$ cat config.mk
export PLATFORM = sky130hd
export DESIGN_NAME = window_serializer_7
export DESIGN_NICKNAME = d
export VERILOG_FILES = /design/src/rtl/window_serializer_7.sv
export SDC_FILE = /design/constraint.sdc
export NUM_CORES = 1
export LEC_CHECK = 0
export CAP_MARGIN = 20
export CORE_UTILIZATION = 39
export CTS_CLUSTER_SIZE = 14
export DETAILED_ROUTE_END_ITERATION = 8
export PLACE_DENSITY = 0.66
export REMOVE_ABC_BUFFERS = 1
export SYNTH_ARGS = -nofsm -noshare
export SYNTH_HDL_FRONTEND = slang
export SYNTH_SLANG_ARGS = --single-unit
$ cat constraint.sdc
create_clock -name clk -period 3.4 [get_ports clk]
set_clock_uncertainty 0.15 [all_clocks]
set_input_delay 0.68 -clock clk [delete_from_list [all_inputs] [get_ports clk]]
set_output_delay 0.68 -clock clk [all_outputs]
set_load 0.05 [all_outputs]
$ cat src/rtl/window_serializer_7.sv
// window_serializer_7: accepts a 7-pixel window group over a valid/ready
// handshake and replays it as a serial pixel stream with a last-pixel flag.
// Optional macro WINDOW_SERIALIZER_REVERSE_EN: when defined, pixels are
// emitted newest-first (din0..din6) instead of oldest-first (din6..din0).
module window_serializer_7 #(
  parameter int WIDTH = 8
) (
  input  logic             clk,
  input  logic             rst,
  input  logic [WIDTH-1:0] din0,
  input  logic [WIDTH-1:0] din1,
  input  logic [WIDTH-1:0] din2,
  input  logic [WIDTH-1:0] din3,
  input  logic [WIDTH-1:0] din4,
  input  logic [WIDTH-1:0] din5,
  input  logic [WIDTH-1:0] din6,
  input  logic             load_valid,
  output logic             load_ready,
  output logic [WIDTH-1:0] dout,
  output logic             dout_valid,
  input  logic             dout_ready,
  output logic             dout_last,
  output logic             busy
);

  typedef enum logic {
    IDLE,
    SHIFT
  } state_t;

  state_t                     state;
  state_t                     next_state;
  logic [2:0]                 count;
  logic [2:0]                 next_count;
  logic [6:0][WIDTH-1:0]      buffer;
  logic [6:0][WIDTH-1:0]      next_buffer;
  logic [6:0][WIDTH-1:0]      group;
  logic                       last_q;
  logic                       next_last;
  logic                       load_xfer;
  logic                       beat;

  // Arrange the incoming taps so that buffer slot 0 is the first pixel to emit
  always_comb begin
`ifdef WINDOW_SERIALIZER_REVERSE_EN
    group[0] = din0;
    group[1] = din1;
    group[2] = din2;
    group[3] = din3;
    group[4] = din4;
    group[5] = din5;
    group[6] = din6;
`else
    group[0] = din6;
    group[1] = din5;
    group[2] = din4;
    group[3] = din3;
    group[4] = din2;
    group[5] = din1;
    group[6] = din0;
`endif
  end

  assign load_ready = (state == IDLE) | ((state == SHIFT) & (count == 3'd6) & dout_ready);
  assign load_xfer  = load_valid & load_ready;
  assign dout_valid = (state == SHIFT);
  assign busy       = (state == SHIFT);
  assign beat       = dout_valid & dout_ready;
  assign dout       = buffer[0];
  assign dout_last  = last_q;

  // State, beat counter, pixel buffer and last flag registers
  always_ff @(posedge clk or negedge rst) begin
    if (!rst) begin
      state  <= IDLE;
      count  <= 3'd0;
      buffer <= '0;
      last_q <= 1'b0;
    end else begin
      state  <= next_state;
      count  <= next_count;
      buffer <= next_buffer;
      last_q <= next_last;
    end
  end

  // Next-state logic: load a group, advance on each beat, chain or return to idle
  always_comb begin
    next_state  = state;
    next_count  = count;
    next_buffer = buffer;
    next_last   = last_q;
    unique case (state)
      IDLE: begin
        if (load_xfer) begin
          next_state  = SHIFT;
          next_count  = 3'd0;
          next_buffer = group;
          next_last   = 1'b0;
        end
      end
      SHIFT: begin
        if (beat) begin
          if (count != 3'd6) begin
            for (int i = 0; i < 6; i++) begin
              next_buffer[i] = buffer[i+1];
            end
            next_count = count + 3'd1;
            next_last  = (count == 3'd5);
          end else if (load_xfer) begin
            next_buffer = group;
            next_count  = 3'd0;
            next_last   = 1'b0;
          end else begin
            next_state = IDLE;
            next_last  = 1'b0;
          end
        end
      end
    endcase
  end

endmodule

==> flow_metrics.env <==
export IMPL_status="finished, final reports clean"
export IMPL_fin_crit_ns=2.629
export IMPL_yosys_area_share_simple_pct=14.45
export IMPL_maxCapViolCount=0
export IMPL_cts_tree="built"
export IMPL_yosysMostFrequentCell="dfrtp_1"
export IMPL_cpPeakStageDelay_ns=0.59
export IMPL_rows=30
export IMPL_synthTopCellsByArea="dfrtp_1 53%, a221o_1 15%, nor3b_1 11%"
export IMPL_synthFlopType="dfrtp_1"
export IMPL_cts_setup_buffers=0
export IMPL_cts_buffers_inserted=9
export IMPL_viasPerCell=5.418
export IMPL_cts_root_buf="clkbuf_8"
export IMPL_cts_clk_slew_worst_paths_ns=0.07
export IMPL_hold_class="input pin to async pin"
export IMPL_relSlewSlack_pct=42.51
export IMPL_diodes=0
export IMPL_start_util_pct=41.31
export IMPL_gp_congestion=0.6551
export IMPL_route_detailed_drc=0
export IMPL_synthArstFlopShare_pct=100.0
export IMPL_cp_max_fo=7
export IMPL_avgSynthCellArea_sq_um=12.38
export IMPL_hold_buffers=0
export IMPL_synth_compound_area_share_pct=18.96
export IMPL_die_h_um=88.00
export IMPL_cts_resized_gates=0
export IMPL_fin_area_sq_mm=0.003769
export IMPL_wire_per_inst_um=15.99
export IMPL_fill_cells=636
export IMPL_postPlaceCellArea_sq_mm=0.003593
export IMPL_final_max_slew_viol_count=0
export IMPL_cts_sinks=61
export IMPL_synth_adder_area_share_pct=1.302
export IMPL_numPortBuffers=71
export IMPL_synth_cell_types=30
export IMPL_place_hpwl_mm=4.100
export IMPL_synth_area_sq_mm=0.002884
export IMPL_die_area_sq_mm=0.007743
export IMPL_yosysSeqAreaShare_pct=52.93
export IMPL_antenna_left=0
export IMPL_critPathLaunchType="input pin"
export IMPL_synthMuxAreaShare_pct=5.249
export IMPL_synth_top_family_by_area="compound AO/OA/AOI/OAI gates"
export IMPL_power_leakage_uw=0.001578
export IMPL_fmax_mhz=380.3
export IMPL_grt_pass1_vias=2115
export IMPL_dr_total_vias=2124
export IMPL_period_share_pct=77.33
export IMPL_grt_overflow_total=0
export IMPL_critical_path_class="input pin to primary output"
export IMPL_cp_cell_sequence="clkdlybuf4s50_1 -> nand3_1 -> nand2_1 -> buf_4"
export IMPL_insertion_delay_ns=0.32
export IMPL_core_sq_mm=0.006982
export IMPL_cp_data_required_time_ns=2.57
export IMPL_htree_levels=3
export IMPL_setup_violations_final=0
export IMPL_synth_xor_area_share_pct=0
export IMPL_synth_edff_count=0
export IMPL_cp_slowest_cell="clkdlybuf4s50_1"
export IMPL_antenna_found_initial=0
export IMPL_grt_first_pass_wirelength_mm=10.39
export IMPL_yosys_warnings=0
export IMPL_worst_pin_slew_ns=0.8623
export IMPL_synthTopCellsByCount="61 x dfrtp_1, 43 x a221o_1, 42 x nor3b_1"
export IMPL_fin_tns_setup_ns=0
export IMPL_io_pins=72
export IMPL_synth_top_area_share_pct=52.93
export IMPL_die_w_um=88.00
export IMPL_totalWireLength_mm=6.267
export IMPL_syn_to_final_growth_pct=30.67
export IMPL_grt_usage_pct=17.55
export IMPL_rsz0062_at_grt="no"
export IMPL_final_nets=355
export IMPL_crit_path_end_kind="primary output"
export IMPL_arrival_ns=1.80
export IMPL_grt_max_degree=48
export IMPL_drt_initial_drc_count=153
export IMPL_ir_worst_vdd_mv=0.2658
export IMPL_dr_pass1_iters=4
export IMPL_synth_top_cell_by_area="dfrtp_1"
export IMPL_power_density_mw_per_mm2=779.0
export IMPL_regToRegSetupSlack_ns=1.10
export IMPL_clk_path_buf_depth=2
export IMPL_netlist_instances=233
export IMPL_synth_seq_cells=61
export IMPL_drive_gt1_share_pct=12.84
export IMPL_finalHoldViolCount=0
cells in the final DEF (no fill, tap or decap), drive strengths merged:
cell and instances:
a21bo 1, a21o 1, a21oi 3, a221o 43, a22o 1, a22oi 1, a2bb2oi 1, and2 5
buf 10, clkbuf 11, clkdlybuf4s50 69, clkinv 4, dfrtp 61, ha 3, inv 5, mux2 9
mux2i 5, nand2 3, nand2b 2, nand3 2, nand4b 1, nor2 1, nor2b 1, nor3 1
nor3b 42, o21ai 4, o2bb2ai 4, or3 2
state kept, by name (all words and copies together), names as in the netlist:
signal	cells
buffer	48
dout	8
count	3
busy	1
dout_last	1
kinds of logic (layout without fill, tap and decap cells):
| kind of cell | after synthesis | in the layout |
|---|---|---|
| compound gates | 59 | 59 |
| fa+ha+maj | 3 | 3 |
| buf+inv | 36 | 99 |
| flops | 61 | 61 |
| mux | 14 | 14 |
| simple gates | 60 | 60 |
where the power goes:
group	internal, uW	switching, uW	leakage, uW
registers	1060	182	0.000774
clock network	297	266	0.0000949
logic	587	544	0.000710
worst paths after layout:
| path | startpoint | end | cells past startpoint |
|---|---|---|---|
| max in group asynchronous | rst | buffer[41] | 2 |
| worst min-delay path | rst | dout[7] | 1 |
| worst max register to register | count[0] | buffer[13] | 6 |
| min in group clk | buffer[42] | buffer[42] | 1 |
| worst min register to register | buffer[42] | buffer[42] | 1 |
| worst max-delay path | dout_ready | load_ready | 4 |
metrics by stage:
stage	hold slack (ns)	util [%]	power (uW)	cells	setup WS (ns)
2_1_floorplan	0.2344	-	2013	202	0.4839
3_3_place_gp	0.3145	51.47	2345	377	0.6750
3_5_place_dp	0.3157	51.47	2387	377	0.6352
4_1_cts	0.1654	53.98	2960	392	0.7640
5_1_grt	0.1873	53.98	3129	392	0.7116
6_report	0.1550	53.98	2936	392	0.7707
critical path: cells and delay by family:
kind,cells,cell delay (ns)
buffers and inverters,2,0.79
AND/OR/NAND/NOR,2,0.32
per-layer routing:
metal	vias up	GRT usage (%)	share of wire (%)
li1	1004	-	-
met1	1039	25.62	47
met2	74	25.72	46
met3	7	3.393	5.3
met4	0	6.706	1.3
met5	-	0	0
cell type report:
class	count	area (sq um)	area share, %
clock buffers	11	151.4	4.017
clock inverters	4	23.77	0.6308
inverters	5	18.77	0.4980
multi-input cells	136	1165	30.91
flip-flops and latches	61	1526	40.50
well taps	96	120.1	3.187
repair buffers	79	763.2	20.25
Power figures use the tool's default switching activity.
